<file path="src/rtl/enc_dec_pkg.sv">
// Shared SEC-DED code definitions for the Hamming codec (encoder and decoder).
// Holds the width encoding, the per-width code geometry and the column map
// of each data bit in the check matrix.
package enc_dec_pkg;

  typedef enum logic [1:0] {
    W8  = 2'b00,
    W16 = 2'b01,
    W32 = 2'b10
  } width_e;

  localparam int D8  = 4;
  localparam int D16 = 11;
  localparam int D32 = 26;
  localparam int M8  = 3;
  localparam int M16 = 4;
  localparam int M32 = 5;
  localparam int P8  = M8 + 1;
  localparam int P16 = M16 + 1;
  localparam int P32 = M32 + 1;

  // Number of Hamming (non-overall) check bits for a width.
  function automatic int m_of(width_e w);
    case (w)
      W8:      return M8;
      W16:     return M16;
      default: return M32;
    endcase
  endfunction

  // Number of data bits carried for a width.
  function automatic int d_of(width_e w);
    case (w)
      W8:      return D8;
      W16:     return D16;
      default: return D32;
    endcase
  endfunction

  // Total codeword length in bits for a width.
  function automatic int w_bits_of(width_e w);
    case (w)
      W8:      return 8;
      W16:     return 16;
      default: return 32;
    endcase
  endfunction

  // Column of data bit j: the j-th smallest m-bit value of weight >= 2.
  function automatic logic [4:0] col_of(width_e w, int j);
    logic [4:0] res;
    int         cnt;
    int         m;
    res = 5'd0;
    cnt = 0;
    m   = m_of(w);
    for (int v = 3; v < 32; v++) begin
      if ((v < (1 << m)) && ($countones(5'(v)) >= 2)) begin
        if (cnt == j) begin
          res = 5'(v);
        end
        cnt++;
      end
    end
    return res;
  endfunction

endpackage

</file>
<file path="src/rtl/enc_parity_gen.sv">
// Combinational extended-Hamming codeword builder. Data bits sit above the
// check bits, Hamming checks in [m-1:0], overall parity in bit m.
module enc_parity_gen
  import enc_dec_pkg::*;
(
  input  logic [25:0] i_data,
  input  width_e      i_width,
  output logic [31:0] o_codeword
);

  // Builds the codeword for one fixed width; called with constant widths only.
  function automatic logic [31:0] build_cw(logic [25:0] d, width_e w);
    logic [31:0] cw;
    logic [4:0]  col;
    int          m;
    m  = m_of(w);
    cw = 32'd0;
    for (int j = 0; j < 26; j++) begin
      if (j < d_of(w)) begin
        cw[5'(m + 1 + j)] = d[5'(j)];
        col = col_of(w, j);
        for (int k = 0; k < 5; k++) begin
          if ((k < m) && col[3'(k)]) begin
            cw[5'(k)] = cw[5'(k)] ^ d[5'(j)];
          end
        end
      end
    end
    // bit m is still zero here, so the reduction gives even total weight
    cw[5'(m)] = ^cw;
    return cw;
  endfunction

  // Select the codeword of the width travelling with this word.
  always_comb begin
    o_codeword = 32'd0;
    case (i_width)
      W8:      o_codeword = build_cw(i_data, W8);
      W16:     o_codeword = build_cw(i_data, W16);
      default: o_codeword = build_cw(i_data, W32);
    endcase
  end

endmodule

</file>
<file path="src/rtl/enc_codeword_pipe.sv">
// Two-stage pipelined SEC-DED encoder with valid/ready handshake.
// s1 registers masked data and normalised width; s2 registers the codeword.
// Optional feature macro: ENC_ERR_INJECT_EN (adds single-bit error injection).
module enc_codeword_pipe
  import enc_dec_pkg::*;
#(
  parameter int PIPE_STAGES = 2
) (
  input  logic        clk,
  input  logic        rst,
  input  logic        in_valid,
  output logic        in_ready,
  input  logic [25:0] data_in,
  input  logic [1:0]  codeword_width,
`ifdef ENC_ERR_INJECT_EN
  input  logic        err_inject,
  input  logic [4:0]  err_inject_pos,
`endif
  output logic        out_valid,
  input  logic        out_ready,
  output logic [31:0] codeword_out,
  output logic [1:0]  width_out
);

  generate
    if (PIPE_STAGES != 2) begin : g_bad_stages
      $error("enc_codeword_pipe: PIPE_STAGES must be 2");
    end
  endgenerate

  logic        r_s1_valid;
  logic [25:0] r_s1_data;
  width_e      r_s1_width;
  logic        r_out_valid;
  logic [31:0] r_codeword;
  logic [1:0]  r_width_out;

  width_e      w_width_n;
  logic [25:0] w_mask;
  logic        w_s2_adv;
  logic        w_s1_adv;
  logic [31:0] w_cw_clean;
  logic [31:0] w_cw_final;

`ifdef ENC_ERR_INJECT_EN
  logic        r_s1_inj;
  logic [4:0]  r_s1_pos;
`endif

  assign w_s2_adv = !r_out_valid || out_ready;
  assign w_s1_adv = !r_s1_valid || w_s2_adv;
  assign in_ready = w_s1_adv;

  // Normalise the width select (bit1 wins) and derive the data mask.
  always_comb begin
    w_width_n = W8;
    w_mask    = 26'h000000F;
    if (codeword_width[1]) begin
      w_width_n = W32;
      w_mask    = 26'h3FFFFFF;
    end else if (codeword_width[0]) begin
      w_width_n = W16;
      w_mask    = 26'h00007FF;
    end else begin
      w_width_n = W8;
      w_mask    = 26'h000000F;
    end
  end

  // Stage 1: capture the accepted word; drop the valid flag on idle advance.
  always_ff @(posedge clk or posedge rst) begin
    if (rst) begin
      r_s1_valid <= 1'b0;
      r_s1_data  <= 26'd0;
      r_s1_width <= W8;
`ifdef ENC_ERR_INJECT_EN
      r_s1_inj   <= 1'b0;
      r_s1_pos   <= 5'd0;
`endif
    end else if (w_s1_adv) begin
      r_s1_valid <= in_valid;
      if (in_valid) begin
        r_s1_data  <= data_in & w_mask;
        r_s1_width <= w_width_n;
`ifdef ENC_ERR_INJECT_EN
        r_s1_inj   <= err_inject;
        r_s1_pos   <= err_inject_pos;
`endif
      end
    end
  end

  enc_parity_gen u_parity_gen (
    .i_data     (r_s1_data),
    .i_width    (r_s1_width),
    .o_codeword (w_cw_clean)
  );

  // Optional single-bit corruption of the clean codeword inside the word.
  always_comb begin
    w_cw_final = w_cw_clean;
`ifdef ENC_ERR_INJECT_EN
    if (r_s1_inj && ({27'd0, r_s1_pos} < 32'(w_bits_of(r_s1_width)))) begin
      w_cw_final[r_s1_pos] = ~w_cw_clean[r_s1_pos];
    end else begin
      w_cw_final = w_cw_clean;
    end
`endif
  end

  // Stage 2: output register; holds its word until the sink takes it.
  always_ff @(posedge clk or posedge rst) begin
    if (rst) begin
      r_out_valid <= 1'b0;
      r_codeword  <= 32'd0;
      r_width_out <= 2'b00;
    end else if (w_s2_adv) begin
      r_out_valid <= r_s1_valid;
      if (r_s1_valid) begin
        r_codeword  <= w_cw_final;
        r_width_out <= r_s1_width;
      end
    end
  end

  assign out_valid    = r_out_valid;
  assign codeword_out = r_codeword;
  assign width_out    = r_width_out;

endmodule

</file>
<file path="config.mk">
export PLATFORM = sky130hd
export DESIGN_NAME = enc_codeword_pipe
export DESIGN_NICKNAME = d
export VERILOG_FILES = /design/src/rtl/enc_dec_pkg.sv /design/src/rtl/enc_parity_gen.sv /design/src/rtl/enc_codeword_pipe.sv
export SDC_FILE = /design/constraint.sdc
export NUM_CORES = 1
export LEC_CHECK = 0
export CORE_ASPECT_RATIO = 1.2
export CORE_MARGIN = 2
export CORE_UTILIZATION = 57
export DETAILED_ROUTE_END_ITERATION = 6
export PLACE_DENSITY = 0.87
export SYNTH_ARGS = -nofsm -noshare
export SYNTH_HDL_FRONTEND = slang
export SYNTH_HIERARCHICAL = 1
export SYNTH_SLANG_ARGS = --single-unit
</file>
<file path="constraint.sdc">
create_clock -name clk -period 5.87 [get_ports clk]
set_clock_uncertainty 0.05 [all_clocks]
set_input_delay 0.8805 -clock clk [delete_from_list [all_inputs] [get_ports clk]]
set_output_delay 0.8805 -clock clk [all_outputs]
set_load 0.005 [all_outputs]
</file>
# After elaboration in Yosys (flattened, before gate mapping)
# Cells that the tools add are included.
[word_totals] regBits=54 input_bits=32 out_inout_bits=36 elab_cells=18699
[op_classes] add_sub_neg=1950 magnitude_cmp=2280 eq_ne=1876 shifts=78 muxes=11834 bitwise=196 n_reduce_logical=479
[ops] operator="32-bit 2-to-1 mux" count=6090
[ops] operator="32-bit by 2-bit adder with 32-bit output (second input constant)" count=1872
[ops] operator="6-bit by 32-bit less-than comparator with 1-bit output (first input constant)" count=1200
[ops] operator="32-bit by 6-bit equality test with 1-bit output (second input constant)" count=750
[ops] operator="4-bit 2-to-1 mux" count=4950
[ops] operator="32-bit by 5-bit equality test with 1-bit output (second input constant)" count=600
[ops] operator="5-bit by 32-bit less-than comparator with 1-bit output (first input constant)" count=570
[ops] operator="32-bit by 4-bit equality test with 1-bit output (second input constant)" count=300
[ops] operator="4-bit by 32-bit less-than comparator with 1-bit output (first input constant)" count=246
[ops] operator="32-bit by 3-bit equality test with 1-bit output (second input constant)" count=150
[ops] operator="3-bit by 32-bit less-than comparator with 1-bit output (first input constant)" count=90
[ops] operator="32-bit bitwise mux" count=78
[ops] operator="1-bit by 32-bit left shift with 32-bit output (first input constant)" count=78
[ops] operator="32-bit by 2-bit equality test with 1-bit output (second input constant)" count=75
[ops] operator="32-bit logical NOT" count=75
[ops] operator="5-bit by 7-bit less-than comparator with 1-bit output (second input constant)" count=81
[ops] operator="1-bit 2-to-1 mux" count=472
[ops] operator="3-bit 2-to-1 mux" count=156
[ops] operator="1-bit demux with 5-bit select" count=81
[ops] operator="5-bit by 1-bit greater-or-equal comparator with 1-bit output (second input constant)" count=81
[ops] operator="1-bit logical AND" count=393
[ops] operator="5-bit adder (second input constant)" count=48
[ops] operator="1-bit by 32-bit less-than comparator with 1-bit output (first input constant)" count=6
[ops] operator="2-bit by 32-bit less-than comparator with 1-bit output (first input constant)" count=6
[ops] operator="other kinds (17)" count=245

# Logic depth before layout (Yosys ltp)
[logic_depth] depth_word=234 ltp_mapped=8 mapped_depth_nobuf=7

# Hierarchy
# Netlist, hierarchy kept.
[modules_own_cells] module="enc_codeword_pipe" n_inst=1 cells_each=172 area_per_inst_um2=2728.9 seq_area_each_um2=1601.5
[modules_own_cells] module="enc_parity_gen" n_inst=1 cells_each=107 area_per_inst_um2=693.2 seq_area_each_um2=0.0

# Worst setup path after synthesis
# Ideal clock, no wire load.
[synth_path] kind="input -> output" start="in out_ready" end="out in_ready" t_arrival_ps=1221 required_ps=4939 setup_slack_ps=3718 stages=3 n_path_buf=0 path_cell_list="nand2b_4 -> nor2_8 -> inv_4"
[synth_between] elab_chain_len=2
[synth_lines] element="from (decl)" line="enc_codeword_pipe.sv:20" rtl="input logic out_ready,"
[synth_lines] element="1-bit logical OR (2 in a row)"
[synth_lines] element="to (decl)" line="enc_codeword_pipe.sv:12" rtl="output logic in_ready,"
# No other way between the ends.

# Worst setup path in the final report
# Same ends and word-level chain as after synthesis.

==> results summary <==
The number of cell instances on the worst register-to-register path came out at 7. The die extent in y is approximately 80 µm. The instance count of the mapped netlist is between 200 and 250. The net count of the finished layout is 300.

The post-route minimum period is 3.10 ns. The number of placed instances, taps included, is 319. By instance count, the cell type seen most on the critical path is sky130_fd_sc_hd__clkdlybuf4s50_1. The iteration-0 DRC count of the detailed router came out at 36. The cell area after layout came out at about 3300 µm². During placement, the flow inserted port buffers numbering 52.

The setup path with the least slack is of type in2out. The number of gates resized after cts came out at 0. The worst-skew pair later-pin latency is ~0.3 ns. The number of H-tree levels came out at 2.

Adding up every negative setup slack in the final design gives 0 ns. The number of clock buffers added by TritonCTS is 5. In this run the core area contains 27 standard-cell rows.

The global router's overall resource usage came out at 0.189. For this design the static power due to leakage is 1.48 nW. The remaining design rule violation count is 0. Counting buffers and inverters, the worst setup path is 5 cells deep. Derived from the worst setup path, the maximum achievable clock frequency is roughly 0.32 GHz. The maximum fanout count along the critical path is 9.

The utilization after layout is 0.705. The worst setup path is launched from an input pin. The via count of the first global-routing pass is approximately 1600. Setup repair after global routing left no endpoint under its margin. Max-cap violations in this run came to 0.

The cell family contributing the most delay on the critical path is buffers and inverters. The repair_antennas step left the layout with diodes totalling 0. For this design the ratio of total power to cell area is about 350 nW/µm². The area of the die came out at 5480 µm². The largest stage delay on the critical path is roughly 0.44 ns. Detailed placement finished with a half-perimeter wire length of ~3300 µm. The synthesized area came out at around 2800 µm². No sink is reached through more buffers than the 2 on the longest clock path.

The arrival time of the worst setup path came out at approximately 2.2 ns. Entering global routing, the biggest net connects 50 pins. For this design, the sink count on the clock tree is 49.

The detailed router placed between 1500 and 2000 vias in this run. The area of the core is 4660 µm². In the post-route analysis, the smallest setup slack over all paths is around 2.8 ns. The area overhead of the layout relative to synthesis is 17.6%.

Using the TritonRoute via totals, the vias-per-cell ratio works out to between 5 and 6. The mean cell area of the mapped netlist came out at 12.0 µm². The root buffer cell chosen for the clock tree is sky130_fd_sc_hd__clkbuf_8.

Once the clock tree was built, the setup fixing pass inserted 0 buffers. Leaving out fill and tap cells, the most frequent cells in the layout are 52 x sky130_fd_sc_hd__clkdlybuf4s50_1, 49 x sky130_fd_sc_hd__dfrtp_1, 30 x sky130_fd_sc_hd__mux2_4. The worst setup path is captured at a primary output. The cell with the biggest individual delay on the critical path is sky130_fd_sc_hd__clkdlybuf4s50_1. TritonCTS built the clock tree. The hold-critical path depth came out at 1. The filler cell count in the final layout is approximately 350. The number of antenna violations at the first check in global routing came to 0. The post-place instance area came out at 3180 µm².

The global-route wire length before repair is 7720 µm. The die width came out at between 60 and 70 µm. The remaining global-route overflow came out at 0.

The area of all sequential standard cells is 1230 µm². Measured against its own limit, the worst slew margin works out to 0.348. The final number of hold-violating endpoints is 0. The area of combinational cells with multiple inputs is 1350 µm². After detailed routing, the total wire length is ~4700 µm. The final number of max-transition violations came out at 0. The cts-stage hold buffer count came out at 0. The initial utilization of the core area, before any placement, comes to 0.599. The final count of negative-setup-slack endpoints came out at 0. In this run the worst hold path is classified as reg2reg. The worst ir drop on vdd is about 0.21 mV.

The flow ran to the end, and the final reports show no timing, DRC or antenna violations. The top-level I/O count came out at a little under 70. The clock input transition at the sequential cells of the worst setup and hold paths is 0.09 ns. STA puts the critical path data required time at around 4.9 ns. In the final layout, the share of cells above drive strength 1 is 0.216. The library cell used most frequently in the layout, excluding fill and tap cells, is sky130_fd_sc_hd__clkdlybuf4s50_1. The post-route fraction of the period consumed by the critical path came out at 0.529. The post-detailed-route wirelength per cell is approximately 14 µm. The count of warnings emitted by yosys is 6. At the end of routability-driven placement, the weighted congestion stood at around 0.78. The sum of buffers and inverters on the critical path came out at 3. The first detailed-routing pass took 4 iterations. The worst slack at placement came out at between 2 and 3 ns.

The actual slew at the worst max-slew pin is around 1 ns. The count of nets left with antenna violations after detail routing came out at 0. The critical path goes through clkdlybuf4s50_1 -> nand2b_4 -> nor2_8 -> inv_4 -> clkdlybuf4s50_1.

Leaving out filler cells and counting taps, the final layout contains about 330.
cell type report:
| cell class | instances | share of cell area |
|---|---|---|
| clock buffer | 5 | 0.0209 |
| tap | 58 | 0.0221 |
| multi-input combinational | 156 | 0.409 |
| sequential | 49 | 0.373 |
| inverter | 4 | 0.00533 |
| clock inverter | 2 | 0.0107 |
| timing repair buffer | 52 | 0.158 |
worst register-to-register path, cell delays in order (launching register included):
cell,delay [ns]
sky130_fd_sc_hd__dfrtp_1,0.48
sky130_fd_sc_hd__xnor2_2,0.29
sky130_fd_sc_hd__xnor2_2,0.15
sky130_fd_sc_hd__xnor2_2,0.25
sky130_fd_sc_hd__xnor2_1,0.15
sky130_fd_sc_hd__a21o_1,0.14
sky130_fd_sc_hd__a21oi_2,0.06
sky130_fd_sc_hd__mux2_4,0.29
worst paths after layout:
path | startpoint | to | slack, ns
worst min-delay path | width_out[1] | width_out[1] | 0.46
max in group asynchronous | rst | r_s1_data[2] | 4.09
worst min register to register | width_out[1] | width_out[1] | 0.46
worst max register to register | r_s1_data[8] | codeword_out[5] | 3.90
min in group asynchronous | rst | codeword_out[23] | 1.07
worst max-delay path | out_ready | in_ready | 2.77
report_power, final:
group / switching (mW) / total [mW] / internal (mW)
Clock: 0.106 / 0.230 / 0.124
Sequential: 0.0723 / 0.480 / 0.408
Combinational: 0.153 / 0.433 / 0.280
stage by stage:
stage | hold WS, ns | power [mW]
after floorplan | 0.401 | 0.769
final | 0.458 | 1.14
after global routing | 0.477 | 1.21
after global placement | 0.438 | 0.902
after CTS | 0.463 | 1.15
after detailed placement | 0.441 | 0.918
registers in the layout (all words and copies together), names as in the netlist:
signal	flops
codeword_out	32
out_valid	1
r_s1_data	11
r_s1_valid	1
r_s1_width	2
width_out	2
per-layer routing:
| layer | GRT usage | wire length [µm] |
|---|---|---|
| met1 | 0.258 | 2140 |
| met2 | 0.295 | 2300 |
| met3 | 0.0336 | 141 |
| met4 | 0.0780 | 102 |
| met5 | 0 | 0 |
No activity file was read; power rests on OpenSTA's default activity.
